==> config.mk <==
export PLATFORM = sky130hd
export DESIGN_NAME = reg_file
export DESIGN_NICKNAME = d
export VERILOG_FILES = /design/src/rtl/reg_file.sv
export SDC_FILE = /design/constraint.sdc
export NUM_CORES = 1
export LEC_CHECK = 0
export BUFFER_PORTS_ARGS = -buffer_cell sky130_fd_sc_hd__clkbuf_2
export CORE_ASPECT_RATIO = 1.5
export CORE_MARGIN = 3
export CORE_UTILIZATION = 25
export CTS_BUF_LIST = sky130_fd_sc_hd__clkbuf_2 sky130_fd_sc_hd__clkbuf_4 sky130_fd_sc_hd__clkbuf_8
export CTS_CLUSTER_DIAMETER = 150
export DETAILED_ROUTE_END_ITERATION = 10
export GPL_TIMING_DRIVEN = 0
export SETUP_SLACK_MARGIN = 0.5
export SYNTH_ARGS = -nofsm -noshare
export SYNTH_HDL_FRONTEND = slang
export SYNTH_SLANG_ARGS = --single-unit
export TNS_END_PERCENT = 20
==> constraint.sdc <==
create_clock -name CLK -period 3.1 [get_ports CLK]
set_input_delay 0.31 -clock CLK [delete_from_list [all_inputs] [get_ports CLK]]
set_output_delay 0.31 -clock CLK [all_outputs]
set_load 0.005 [all_outputs]
==> src/rtl/reg_file.sv <==
// 8 x 8-bit register file: one synchronous write port, two combinational reads.
// Writes are held off while the memory stage reports BUSYWAIT.
module reg_file #(
    parameter int DATA_W   = 8,
    parameter int ADDR_W   = 3,
    parameter bit ZERO_REG = 1'b0
) (
    input  logic              CLK,
    input  logic              RESET,
    input  logic              WRITE,
    input  logic              BUSYWAIT,
    input  logic [ADDR_W-1:0] INADDRESS,
    input  logic [DATA_W-1:0] IN,
    input  logic [ADDR_W-1:0] OUT1ADDRESS,
    input  logic [ADDR_W-1:0] OUT2ADDRESS,
    output logic [DATA_W-1:0] OUT1,
    output logic [DATA_W-1:0] OUT2
);

    localparam int DEPTH = 2**ADDR_W;

    logic [DATA_W-1:0] regs [DEPTH];
    logic              wr_en;
    logic              wr_zero;

    assign wr_zero = ZERO_REG && (INADDRESS == '0);
    assign wr_en   = WRITE && !BUSYWAIT && !wr_zero;

    always_ff @(posedge CLK or posedge RESET) begin
        if (RESET) begin
            for (int i = 0; i < DEPTH; i++) begin
                regs[i] <= '0;
            end
        end else if (wr_en) begin
            regs[INADDRESS] <= IN;
        end
    end

    // No bypass: a read of the address being written shows the old value
    // until the edge commits the new one.
    always_comb begin
        OUT1 = regs[OUT1ADDRESS];
        OUT2 = regs[OUT2ADDRESS];
        if (ZERO_REG && (OUT1ADDRESS == '0)) begin
            OUT1 = '0;
        end
        if (ZERO_REG && (OUT2ADDRESS == '0)) begin
            OUT2 = '0;
        end
    end

endmodule

# --- Yosys cells after proc, flatten, opt, wreduce, memory -nomap -nowiden ---
# Cells that the tools add are included.
totals:
  reg_bits: 64
  latchBits: 0
  ram_bits: 0
  rom_bits: 0
  input_bits: 21
  out_inout_bits: 16
  elab_cells: 27
  memories: 0
classes:
  addsub: 0
  multipliers: 0
  div: 0
  n_lt_le_gt_ge: 4
  n_eq_ne: 0
  shift: 0
  mux: 9
  bitwise_logic: 3
  n_reduce_logical: 3
op_table:
  columns: ["operator", "n"]
  rows:
  - ["$bwmux W64", 1]
  - ["$bmux W8 S3", 2]
  - ["$mux W8", 5]
  - ["$demux W8 S3", 1]
  - ["$ge A4 B4 Y1 const B", 3]
  - ["$not A3 Y4", 3]
  - ["$lt A4 B1 Y1 const B", 1]
  - ["$logic_and A1 B1 Y1", 2]
  - ["$logic_not A1 Y1", 1]

# --- Longest topological paths before layout ---
logic_depth:
  word_depth: 6
  mapped_depth: 5
  ltp_nobuf: 3

# --- Least setup slack after synthesis ---
# No wires, ideal clock.
synth_path:
  kind: "input-to-output"
  start: "in OUT1ADDRESS[2]"
  end: "out OUT1[7]"
  arrival_time_ns: 1.362
  slack_ns: 1.428
  path_stages: 4
  cell_sequence: "buf_2 > clkbuf_1 > mux4_2 > mux2_2"
synth_between:
  elab_chain_cells: 4
synth_rtl:
  columns: ["element", "line_no", "source"]
  rows:
  - ["from (decl)", "14", "input logic [ADDR_W-1:0] OUT1ADDRESS,"]
  - ["$not A3 Y4 (not written as such)", "42", "OUT1 = regs[OUT1ADDRESS];"]
  - ["$bmux W8 S3", "42", null]
  - ["$mux W8 (not written as such) (2 in series)", "42", null]
  - ["to (decl)", "16", "output logic [DATA_W-1:0] OUT1,"]
# No other way between the ends. The select of a mux whose other input is x is not followed.

# --- Final worst setup path ---
layout_path:
  start: "in OUT2ADDRESS[2]"
  end: "out OUT2[6]"
layout_between:
  elab_chain_cells: 4
layout_rtl:
  columns: ["element", "line_no", "source"]
  rows:
  - ["from (decl)", "15", "input logic [ADDR_W-1:0] OUT2ADDRESS,"]
  - ["$not A3 Y4 (not written as such)", "43", "OUT2 = regs[OUT2ADDRESS];"]
  - ["$bmux W8 S3", "43", null]
  - ["$mux W8 (not written as such) (2 in series)", "43", null]
  - ["to (decl)", "17", "output logic [DATA_W-1:0] OUT2"]
# No other way between the ends. The select of a mux whose other input is x is not followed.

==> flow_summary.toml <==
[outcome]
status = "completed"

[grt]
grt_pass1_wl_um = 13200
grt-ovfl-total = 0
grt_pass1_vias = 2318
grt_max_degree = 45
grt_use_total_pct = 11.4
antenna_found_initial = 0

[synth]
yosys.area.top_type = "dfrtp_1"
netlist_top_cells_area = "dfrtp_1 45%, mux2_2 25%, mux4_1 22%"
yosysUniqueCellTypes = 20
synth_top_family_by_area = "multiplexers"
synthXorXnorAreaFrac_pct = 0
synth_cells = 203
synth_fa_ha_area_share_pct = 0
ys_ff_latch = 64
yosysTopAreaCellShare_pct = 45.1
syn_area_mm2 = 0.00355
synthSimpleGateAreaFrac_pct = 3.00
synth_compound_area_share_pct = 0
synth_nets = 224
syn_avg_cell_area_um2 = 17.5
synth_seq_area_share_pct = 45.1
ys_warn_count = 0
muxShareOfSynthArea_pct = 48.8

[worst_setup_path]
worstReg2RegEnd = "regs[49]"
path_max_fanout = 10
crit_required_ns = 2.79
r2r_start = "regs[49]"
path_class = "in -> out"
cp-end-kind = "primary output"
critPathLaunchType = "primary input"
arrival_ns = 1.90
rrSetupSlack_ns = 2.32
rr_worst_depth = 1

[sta]
drv_slew = 0
slew_headroom_pct = 52.9
rsz0062_at_grt = "no"
fin_ws_ns = 0.889
skew_ns = 0
finalHoldViolCount = 0
fin_crit_ns = 2.21
tightest_slew_ns = 0.707
tns_ns = 0
finalSetupViolCount = 0
fin_crit_sh_pct = 71.3
clock.fmax_mhz = 452

[floorplan]
initial_core_util_pct = 25.9
ios = 37
rows = 52
core_area_mm2 = 0.0137
die_area_mm2 = 0.0157
die_height_um = 152
fp.dieW_um = 103

[power]
p_seq_share_pct = 47.2
p_int_uw = 1810
p_per_area_mw_per_mm2 = 589
power_uw = 2440
comb_power_share_pct = 25.7
p_sw_share_pct = 25.8
power_switching_uw = 630
clkPwrFrac_pct = 27.2
ir_drop_v = 0.000216
p_leak_uw = 0.00182

[routing]
wl_per_cell_um = 19.4
via_per_inst = 4.72
routed-via-count = 2063
drc = 0
drt_iter0_markers = 75
wl_um = 8460
first_pass_iters = 4
final_antenna_net_count = 0

[place]
place_hpwl_um = 5740
dp_worst_setup_slack_ns = 0.847
io_buffers = 28
dp.cells = 421
gp_congestion = 0.724

[clock_network]
cts_max_level = 3
cts.repair.resized = 0
cts_root_buf = "clkbuf_8"
cts.reportedPaths.clkPinSlew_ns = 0.06
clock_sinks = 64
post_cts_buffers = 0
clkLatencyLatePin_ns = 0.34
cts_buffers = 9
cts_tree = "done"
cts_buffer_depth = 2

[job]
maxCapViolations = 0

[cells_and_area]
reg_top3 = "regs (64)"
final_cells = 437
nNetsFinal = 265
final_core_util_pct = 30.2
top_register = "regs"
area_growth_pct = 16.8
drive_gt1_share_pct = 56.0
largest_register_ffs = 64
n_antenna_cell = 0

[hold_path]
min_path_type = "in -> reg"
whs_endpoint = "regs[8]"
hold-path-cell-count = 2
hp-start = "IN[0]"
==> critical path: stages <==
cell and delay (ns):
clkbuf_1 0.42, buf_2 0.41, mux4_1 0.35, mux2_2 0.29, clkbuf_2 0.11
==> metrics by stage <==
step | hold WS [ns] | instance area (µm²)
global placement | 0.483 | 3930
CTS | 0.277 | 4150
floorplan | 0.445 | 3550
finish | 0.294 | 4150
detailed placement | 0.357 | 3960
global route | 0.306 | 4150
==> layout make-up <==
| class | instances | area [µm²] |
|---|---|---|
| inverter | 1 | 3.75 |
| fill | 1370 | 9580 |
| buffer | 14 | 105 |
| tap | 189 | 236 |
| multi-input combinational | 124 | 1840 |
| clock buffer | 15 | 181 |
| sequential | 64 | 1600 |
| timing repair buffer | 30 | 178 |
==> how the worst max path moves through the flow <==
stage | to | start | cells after the start
after floorplan | regs[0] | RESET | 1
after global placement | regs[16] | RESET | 2
after detailed placement | OUT1[5] | OUT1ADDRESS[2] | 5
after CTS | OUT1[5] | OUT1ADDRESS[2] | 5
after global routing | OUT2[6] | OUT2ADDRESS[2] | 5
final | OUT2[6] | OUT2ADDRESS[2] | 5
==> what timing repair did <==
action | 4_1_cts | 5_1_grt
hold buffers | 1 | 0
endpoints found under the hold margin | 20 | 0
endpoints found under the setup margin | 0 | 0
==> cells by family after synthesis <==
| kind of cell | Yosys count |
|---|---|
| DFF | 64 |
| and+or+nand+nor | 12 |
| buffers and inverters | 15 |
| muxes | 112 |
==> placed cells by master, fill, tap and decap left out, drive strengths merged, types with 2 or more instances in the layout <==
cell type   n
buf        11
clkbuf     47
dfrtp      64
mux2       80
mux4       32
nand2       2
nand3b      3
nor2        2
nor3b       3
==> Yosys cell counts <==
cell type and n:
mux4_2 2, inv_1 1, mux4_1 30, buf_2 4, nor3b_2 1, nand3b_1 2, mux2_2 79, mux2_1 1
clkbuf_1 4, nor2_1 1, nand2b_1 1, nand2_1 2, nand3b_2 1, buf_12 2, buf_6 2, dfrtp_1 64
and3_1 1, nor3b_4 2, nor2_2 1, buf_1 2
==> metal layers <==
metal	vias up	wire, µm	global-route usage [%]
li1	908	-	-
met1	1097	3600	14.5
met2	45	4400	18.7
met3	13	301	2.16
met4	0	167	5.00
met5	-	0	0
==> power groups by stage <==
stage	combinational, µW	sequential, µW	clock [µW]
2_1_floorplan	471	1120	0
3_3_place_gp	618	1150	0
3_5_place_dp	642	1170	0
4_1_cts	645	1150	692
5_1_grt	680	1180	721
6_report	627	1150	663
Note: power is estimated with default switching activity, not from simulation.
